### config.mk
export PLATFORM = sky130hd
export DESIGN_NAME = alu_seq_datapath
export DESIGN_NICKNAME = d
export VERILOG_FILES = /design/src/rtl/alu_seq_pkg.sv /design/src/rtl/alu_seq_core.sv /design/src/rtl/alu_seq_datapath.sv
export SDC_FILE = /design/constraint.sdc
export NUM_CORES = 1
export LEC_CHECK = 0
export ABC_AREA = 1
export CAP_MARGIN = 20
export CORE_ASPECT_RATIO = 1.2
export CORE_MARGIN = 2
export CORE_UTILIZATION = 40
export DETAILED_ROUTE_END_ITERATION = 10
export RECOVER_POWER = 100
export SYNTH_ARGS = -nofsm -noshare
export SYNTH_HDL_FRONTEND = slang
export SYNTH_SLANG_ARGS = --single-unit
### constraint.sdc
create_clock -name clk -period 3.5 [get_ports clk]
set_input_delay 0.525 -clock clk [delete_from_list [all_inputs] [get_ports clk]]
set_output_delay 0.525 -clock clk [all_outputs]
set_load 0.05 [all_outputs]
### src/rtl/alu_seq_pkg.sv
// alu_seq_pkg
//   Shared definitions for the sequential ALU datapath: opcode encoding,
//   FSM state encoding and a width helper for the shift-amount field.
//   Optional feature macro used by the top level: ALU_ACCUM_EN.
package alu_seq_pkg;

    typedef enum logic [2:0] {
        OP_ADD = 3'b000,
        OP_SUB = 3'b001,
        OP_XOR = 3'b010,
        OP_CMP = 3'b011,
        OP_AND = 3'b100,
        OP_OR  = 3'b101,
        OP_SHL = 3'b110,
        OP_ILL = 3'b111
    } op_t;

    typedef enum logic [1:0] {
        ST_IDLE = 2'b00,
        ST_EXEC = 2'b01,
        ST_DONE = 2'b10
    } state_t;

    // Number of low bits of operand B used as the shift amount.
    function automatic int cmp_width(input int w);
        return (w <= 2) ? 1 : $clog2(w);
    endfunction

endpackage

### src/rtl/alu_seq_core.sv
// alu_seq_core
//   Purely combinational operation unit. No state.
//   Ports:
//     op        in   3           operation select (op_t encoding)
//     a, b      in   DATA_WIDTH  operands
//     result    out  DATA_WIDTH  operation result (wrapping, unsigned)
//     overflow  out  1           ADD carry-out / SUB borrow-out, else 0
module alu_seq_core
    import alu_seq_pkg::*;
#(
    parameter int DATA_WIDTH = 8
) (
    input  logic [2:0]            op,
    input  logic [DATA_WIDTH-1:0] a,
    input  logic [DATA_WIDTH-1:0] b,
    output logic [DATA_WIDTH-1:0] result,
    output logic                  overflow
);

    localparam int SH_W = cmp_width(DATA_WIDTH);

    logic [DATA_WIDTH:0] sum;
    logic [DATA_WIDTH:0] diff;

    always_comb begin
        // One extra bit holds the carry (ADD) or borrow (SUB).
        sum      = {1'b0, a} + {1'b0, b};
        diff     = {1'b0, a} - {1'b0, b};
        result   = '0;
        overflow = 1'b0;
        case (op_t'(op))
            OP_ADD: begin
                result   = sum[DATA_WIDTH-1:0];
                overflow = sum[DATA_WIDTH];
            end
            OP_SUB: begin
                result   = diff[DATA_WIDTH-1:0];
                overflow = diff[DATA_WIDTH];
            end
            OP_XOR:  result = a ^ b;
            OP_CMP:  result = {{(DATA_WIDTH-2){1'b0}}, (a > b), (a == b)};
            OP_AND:  result = a & b;
            OP_OR:   result = a | b;
            OP_SHL:  result = a << b[SH_W-1:0];
            default: result = '0;
        endcase
    end

endmodule

### src/rtl/alu_seq_datapath.sv
// alu_seq_datapath
//   Multi-cycle handshaked ALU. Operands A/B are loaded over alu_data, start
//   launches one operation that spends OP_LATENCY cycles in EXEC, and the
//   result is held in DONE until result_ack.
//   Optional feature: ALU_ACCUM_EN adds accum_sel; when set at start, the
//   last acknowledged result replaces the A register as operand A.
//   Ports:
//     clk, reset_n          clock, synchronous active-low reset
//     alu_data             operand bus
//     opcode_value         operation select, sampled with start
//     store_a / store_b    load alu_data into A / B (IDLE only)
//     start                launch operation (IDLE only)
//     result_ack           consumer accepts result (DONE only)
//     accum_sel            (ALU_ACCUM_EN only) use last result as operand A
//     busy                 state != IDLE
//     alu_done             result valid, held until ack
//     result, overflow, zero, illegal_op   registered result flags
module alu_seq_datapath
    import alu_seq_pkg::*;
#(
    parameter int DATA_WIDTH = 8,
    parameter int OP_LATENCY = 2
) (
    input  logic                  clk,
    input  logic                  reset_n,
    input  logic [DATA_WIDTH-1:0] alu_data,
    input  logic [2:0]            opcode_value,
    input  logic                  store_a,
    input  logic                  store_b,
    input  logic                  start,
    input  logic                  result_ack,
`ifdef ALU_ACCUM_EN
    input  logic                  accum_sel,
`endif
    output logic                  busy,
    output logic                  alu_done,
    output logic [DATA_WIDTH-1:0] result,
    output logic                  overflow,
    output logic                  zero,
    output logic                  illegal_op
);

    localparam int CNT_W = (OP_LATENCY > 1) ? $clog2(OP_LATENCY) : 1;

    state_t                  state;
    logic [CNT_W-1:0]        cnt;
    logic [DATA_WIDTH-1:0]   a_reg;
    logic [DATA_WIDTH-1:0]   b_reg;
    // Operands and opcode frozen at start so the op is immune to later bus activity.
    logic [2:0]              op_q;
    logic [DATA_WIDTH-1:0]   opa_q;
    logic [DATA_WIDTH-1:0]   opb_q;
    logic [DATA_WIDTH-1:0]   opa_sel;
    logic [DATA_WIDTH-1:0]   core_res;
    logic                    core_ovf;

`ifdef ALU_ACCUM_EN
    logic [DATA_WIDTH-1:0]   last_res;
    assign opa_sel = accum_sel ? last_res : a_reg;
`else
    assign opa_sel = a_reg;
`endif

    assign busy = (state != ST_IDLE);

    alu_seq_core #(
        .DATA_WIDTH (DATA_WIDTH)
    ) u_core (
        .op       (op_q),
        .a        (opa_q),
        .b        (opb_q),
        .result   (core_res),
        .overflow (core_ovf)
    );

    always_ff @(posedge clk) begin
        if (!reset_n) begin
            state      <= ST_IDLE;
            cnt        <= '0;
            a_reg      <= '0;
            b_reg      <= '0;
            op_q       <= '0;
            opa_q      <= '0;
            opb_q      <= '0;
            alu_done   <= 1'b0;
            result     <= '0;
            overflow   <= 1'b0;
            zero       <= 1'b0;
            illegal_op <= 1'b0;
`ifdef ALU_ACCUM_EN
            last_res   <= '0;
`endif
        end else begin
            case (state)
                ST_IDLE: begin
                    if (store_a) begin
                        a_reg <= alu_data;
                    end else if (store_b) begin
                        b_reg <= alu_data;
                    end else if (start) begin
                        op_q  <= opcode_value;
                        opa_q <= opa_sel;
                        opb_q <= b_reg;
                        cnt   <= CNT_W'(OP_LATENCY - 1);
                        if (opcode_value == OP_ILL) begin
                            // Illegal opcode skips EXEC; result is 0, so zero follows it.
                            state      <= ST_DONE;
                            alu_done   <= 1'b1;
                            illegal_op <= 1'b1;
                            result     <= '0;
                            overflow   <= 1'b0;
                            zero       <= 1'b1;
                        end else begin
                            state <= ST_EXEC;
                        end
                    end
                end
                ST_EXEC: begin
                    if (cnt == '0) begin
                        state    <= ST_DONE;
                        alu_done <= 1'b1;
                        result   <= core_res;
                        overflow <= core_ovf;
                        zero     <= (core_res == '0);
                    end else begin
                        cnt <= cnt - CNT_W'(1);
                    end
                end
                ST_DONE: begin
                    if (result_ack) begin
                        state      <= ST_IDLE;
                        alu_done   <= 1'b0;
                        result     <= '0;
                        overflow   <= 1'b0;
                        zero       <= 1'b0;
                        illegal_op <= 1'b0;
`ifdef ALU_ACCUM_EN
                        last_res   <= result;
`endif
                    end
                end
                default: state <= ST_IDLE;
            endcase
        end
    end

endmodule
# Word-level counts from Yosys, hierarchy flattened
# Cells that the tools add are included.
dict set report totals {
  ff_bits 50
  inputBits 17
  out_inout_bits 13
}
dict set report op_classes {
  eq_ne 16
  addsub 3
  magnitude_cmp 1
  mux 37
  n_reduce_logical 14
  n_shift 1
  bitwise_logic 5
}
# cell count
set ops {}
lappend ops {{$pmux 8 s7} 1}
lappend ops {{$mux 8} 6}
lappend ops {{$pmux 8 s3} 1}
lappend ops {{$mux 1} 16}
lappend ops {{$eq 3x3->1 const B} 4}
lappend ops {{$mux 2} 6}
lappend ops {{$ne 2x2->1 const B} 6}
lappend ops {{$add 8x8->9} 1}
lappend ops {{$pmux 1 s3} 3}
lappend ops {{$sub 8x8->9} 1}
lappend ops {{$and 8x8->8} 1}
lappend ops {{$eq 8x8->1} 1}
lappend ops {{$gt 8x8->1} 1}
lappend ops {{$logic_not 8->1} 1}
lappend ops {{$or 8x8->8} 1}
lappend ops {{$reduce_and 4->1} 2}
lappend ops {{$shl 8x3->8} 1}
lappend ops {{$xor 8x8->8} 1}
lappend ops {{$reduce_and 7->1} 1}
lappend ops {{$eq 3x2->1 const B} 2}
lappend ops {{$pmux 1 s2} 3}
lappend ops {{$pmux 2 s3} 1}
lappend ops {{$reduce_and 6->1} 1}
lappend ops {{$reduce_bool 2->1} 3}
lappend ops {{other kinds (11)} 12}

# Logic depth before layout (Yosys ltp)
dict set report depth {
  depth_word 6
  ltp_mapped 16
  depth_no_buf 15
}

# By module
# Synthesis repeated with hierarchy kept, for this count alone.
dict set report hier_totals {
  hier_cells 575
  hier_area_um2 3658.5
}
# module instances area_per_inst_um2 seq_area_each_um2 cells_per_inst
set modules_own_cells {}
lappend modules_own_cells {alu_seq_datapath 1 2123.3 1001.0 290}
lappend modules_own_cells {alu_seq_core 1 1535.2 0.0 285}

# Worst setup path after synthesis
# Ideal clock, no wire load.
dict set report synth_timing {
  kind {register to register}
  from {register opb_q[1]}
  to {register zero}
  slack_ns 1.496
  n_path_buf 1
  t_arrival_ns 1.934
  setup_time_ns 0.070
  path_stages_with_launch 13
  period_less_slack_ns 2.004
  path_cell_list {dfxtp_1 inv_1 buf_2 fa_1 xor2_1 nor2_1 nor2_1 nand3_1 nor2_1 nand3_1 nor2_1 nand3_1 a21oi_1}
}
dict set report synth_via {
  elab_chain_len 5
}
# element line_no
set synth_lines {}
lappend synth_lines {{from (decl)} alu_seq_datapath.sv:52} ;# logic [DATA_WIDTH-1:0] opb_q;
lappend synth_lines {{from (signal assigned)} alu_seq_datapath.sv:103} ;# opb_q <= b_reg;
lappend synth_lines {{$sub 8x8->9, or another cell as far along} alu_seq_core.sv:28} ;# diff = {1'b0, a} - {1'b0, b};
lappend synth_lines {{$pmux 8 s7 *} alu_seq_core.sv:31} ;# case (op_t'(op))
lappend synth_lines {{$logic_not 8->1 *} alu_seq_datapath.sv:124} ;# zero <= (core_res == '0);
lappend synth_lines {{$mux 1 *} alu_seq_datapath.sv:119} ;# if (cnt == '0) begin
lappend synth_lines {{$pmux 1 s3 *} alu_seq_datapath.sv:94} ;# case (state)
lappend synth_lines {{to (signal assigned)} alu_seq_datapath.sv:124}
lappend synth_lines {{to (decl)} alu_seq_datapath.sv:39} ;# output logic zero,
# Every way passes the cells marked *; elsewhere a longest branch is shown, timed or not. The select of a mux whose other input is x is not followed.
# A chain may end at the register's enable or synchronous reset.

# Worst setup path in the final report
dict set report layout_timing {
  from {register state[0]}
  to {output busy}
}
dict set report layout_via {
  elab_chain_len 1
}
# element line_no
set layout_lines {}
lappend layout_lines {{from (decl)} alu_seq_datapath.sv:45} ;# state_t state;
lappend layout_lines {{from (signal assigned)} alu_seq_datapath.sv:78} ;# state <= ST_IDLE;
lappend layout_lines {{from (signal assigned)} alu_seq_datapath.sv:107} ;# state <= ST_DONE;
lappend layout_lines {{from (signal assigned)} alu_seq_datapath.sv:114} ;# state <= ST_EXEC;
lappend layout_lines {{$reduce_bool 2->1} alu_seq_datapath.sv:64} ;# assign busy = (state != ST_IDLE);
lappend layout_lines {{to (decl)} alu_seq_datapath.sv:35} ;# output logic busy,
# Every way passes these cells.

==> flow_summary.toml <==
[setup_path]
critPathSlowestCell = "dlygate4sd3_1"
worstSetupPathDepth = 4
cp.arrival_ps = 2120
startpoint_type = "flip-flop"
path_max_fanout = 7
cp-end-kind = "output pin"
critical_path.top_delay_family = "buffers and inverters"
ff2ff_path_depth = 10
crit_required_ps = 2970
critPathMaxStageDelay_ps = 890
cp_num_buf_inv = 3
crit_type = "flip-flop to output pin"
path_cells = "inv_1, ha_1, inv_1, dlygate4sd3_1"
cpMostUsedCell = "inv_1"

[cts]
cts_tree = "built"
post_cts_buffers = 0
cts_root_buf = "clkbuf_8"
htree_levels = 2
clk_latency_ps = 300
cts.clk_slew.worst_paths_ps = 100
ctsHoldBuffers = 0
cts_resized = 0
cts.sinks = 50
clock_path_buffers = 2
cts_buffers = 5

[place]
dp_hpwl_mm = 7.143
port_buffers = 29
place_congestion = 0.9811

[floorplan]
fp.coreArea_mm2 = 0.008198
start_util_pct = 41.53
num_io_pins = 30
dieArea_mm2 = 0.009268
die_w_um = 88.22
die_h_um = 105.1
std_cell_rows = 36

[global_route]
overflow = 0
grt_max_degree = 38
track_usage_pct = 20.32
first_global_vias = 3051
antenna_found_initial = 0
grt_pass1_wl_mm = 15.07

[sta]
drv_slew = 0
hold_viol = 0
fin_tns_setup_ps = 0
rsz0062_at_grt = "no"
setup_viol = 0
maxSlewHeadroom_pct = 20.81
final.min_clock_period_ps = 2641
fmax_ghz = 0.3787
worst_pin_slew_ps = 1188
post-route-period-util_pct = 75.45
skew_ps = 7.793

[routing]
routed_wl_mm = 9.007
drtPass1Iterations = 5
drc = 0
ant_nets = 0
wl_per_cell_um = 13.73
drtIter0Drc = 316
via_per_inst = 5.160
vias = 3385

[synthesis]
yosysUniqueCellTypes = 31
yosys-top-cells-area = "dfxtp_1 29%, nand2_1 11%, ha_1 11%, nor2_1 9.2%, o21ai_0 7.5%"
synthCells = 522
ys_seq_area_share_pct = 29.40
yosys.area.top_type = "dfxtp_1"
synth_fp_nets = 570
syn_area_per_cell_um2 = 6.522
syn_area_mm2 = 0.003405
yosysWarnings = 0
synth-seq-cells = 50
yosysTopAreaCellShare_pct = 29.40

[hold_path]
min_path_cells = 2
hold_path_class = "flip-flop to flip-flop"

[power]
leakage_nw = 1.751
powerDensity_mw_per_mm2 = 531.4
p_total_mw = 2.060
vdd_drop_max_mv = 0.3838

[flow_run]
cap_violations = 0

[cells_and_area]
drive_gt1_share_pct = 3.875
synthToLayoutAreaGrowth_pct = 13.89
nNetsFinal = 589
num_antenna_cells = 0

[status]
status = "finished, final reports clean"
## layer usage
| layer | vias to the layer above | part of all wire, % | wire length [um] | global-route usage [%] |
|---|---|---|---|---|
| met5 | - | 0 | 0 | 0 |
| met4 | 0 | 2.3 | 206 | 6.061 |
| met3 | 20 | 3.7 | 337 | 3.160 |
| met2 | 112 | 48 | 4282 | 32.49 |
| met1 | 1506 | 46 | 4181 | 27.90 |
| li1 | 1747 | - | - | - |
## stage by stage
step | setup WS, ps | util (%) | cell area [um2] | cells | hold WS (ps)
after global placement | 1106 | 45.97 | 3769 | 648 | 456.3
after global routing | 715.2 | 47.30 | 3877 | 656 | 484.4
after CTS | 921.1 | 47.34 | 3881 | 656 | 471.4
after detailed placement | 1037 | 45.97 | 3769 | 648 | 457.8
after floorplan | 1496 | - | 3405 | 522 | 449.5
final | 859.3 | 47.30 | 3877 | 656 | 466.1
## cells by family (layout without fill, tap and decap cells)
| logic type | Yosys count | after routing | share of synthesized area (%) |
|---|---|---|---|
| simple gates | 248 | 248 | 31.39 |
| compound gates | 109 | 109 | 17.20 |
| buf+inv | 81 | 101 | 9.408 |
| flops | 50 | 50 | 29.40 |
| fa+ha+maj | 31 | 31 | 11.83 |
| xor+xnor | 3 | 3 | 0.7719 |
## layout by cell type (no fill, tap or decap), types with 3 or more instances in the layout
cell             Yosys  final
a21oi_1             45     45
clkbuf_8             0      5
dlygate4sd3_1        0     14
xor2_1               3      3
nand3_1             44     44
inv_1               58     58
dfxtp_1             50     50
ha_1                29     29
o211ai_1             3      3
o21ai_0             51     51
clkdlybuf4s50_1      0     15
nand2_1             99     99
inv_2                3      3
nor2_1              83     83
nand4_1             15     15
## tightest hold or removal path, delay by kind of cell (launching register included)
kind            cells  cell delay, ps
simple gates        1              60
compound gates      1              50
flops               1             320
## power breakdown
part / internal (mW) / switching (mW) / total, mW
Clock: 0.214 / 0.194 / 0.409
Combinational: 0.295 / 0.622 / 0.917
Sequential: 0.659 / 0.0759 / 0.735
Total: 1.17 / 0.892 / 2.06
## final cells by class
class	instances	area, um2
Fill cell	883	4320
Clock buffer	5	68.82
Timing Repair Buffer	32	309.0
Multi-Input combinational cell	391	2083
Clock inverter	3	43.79
Inverter	61	229.0
Sequential cell	50	1001
Tap cell	114	142.6
## worst paths after layout
path,to,start,slack [ps]
min,result[0],result[0],470
min reg2reg,result[0],result[0],470
max,busy,state[0],860
max reg2reg,zero,opb_q[0],1140
## Yosys cell counts, drive strengths merged
cell,instances
a211oi,1
inv,61
nand3,45
o211ai,4
ha,29
nand4,15
nand2,99
o221ai,1
xor2,3
nand3b,1
a311oi,1
a22oi,1
fa,2
nor3,4
o22ai,1
dfxtp,50
nor2,84
o21bai,1
buf,9
o21ai,51
clkbuf,11
a31oi,1
a21oi,47
No activity file was read; power rests on OpenSTA's default activity.
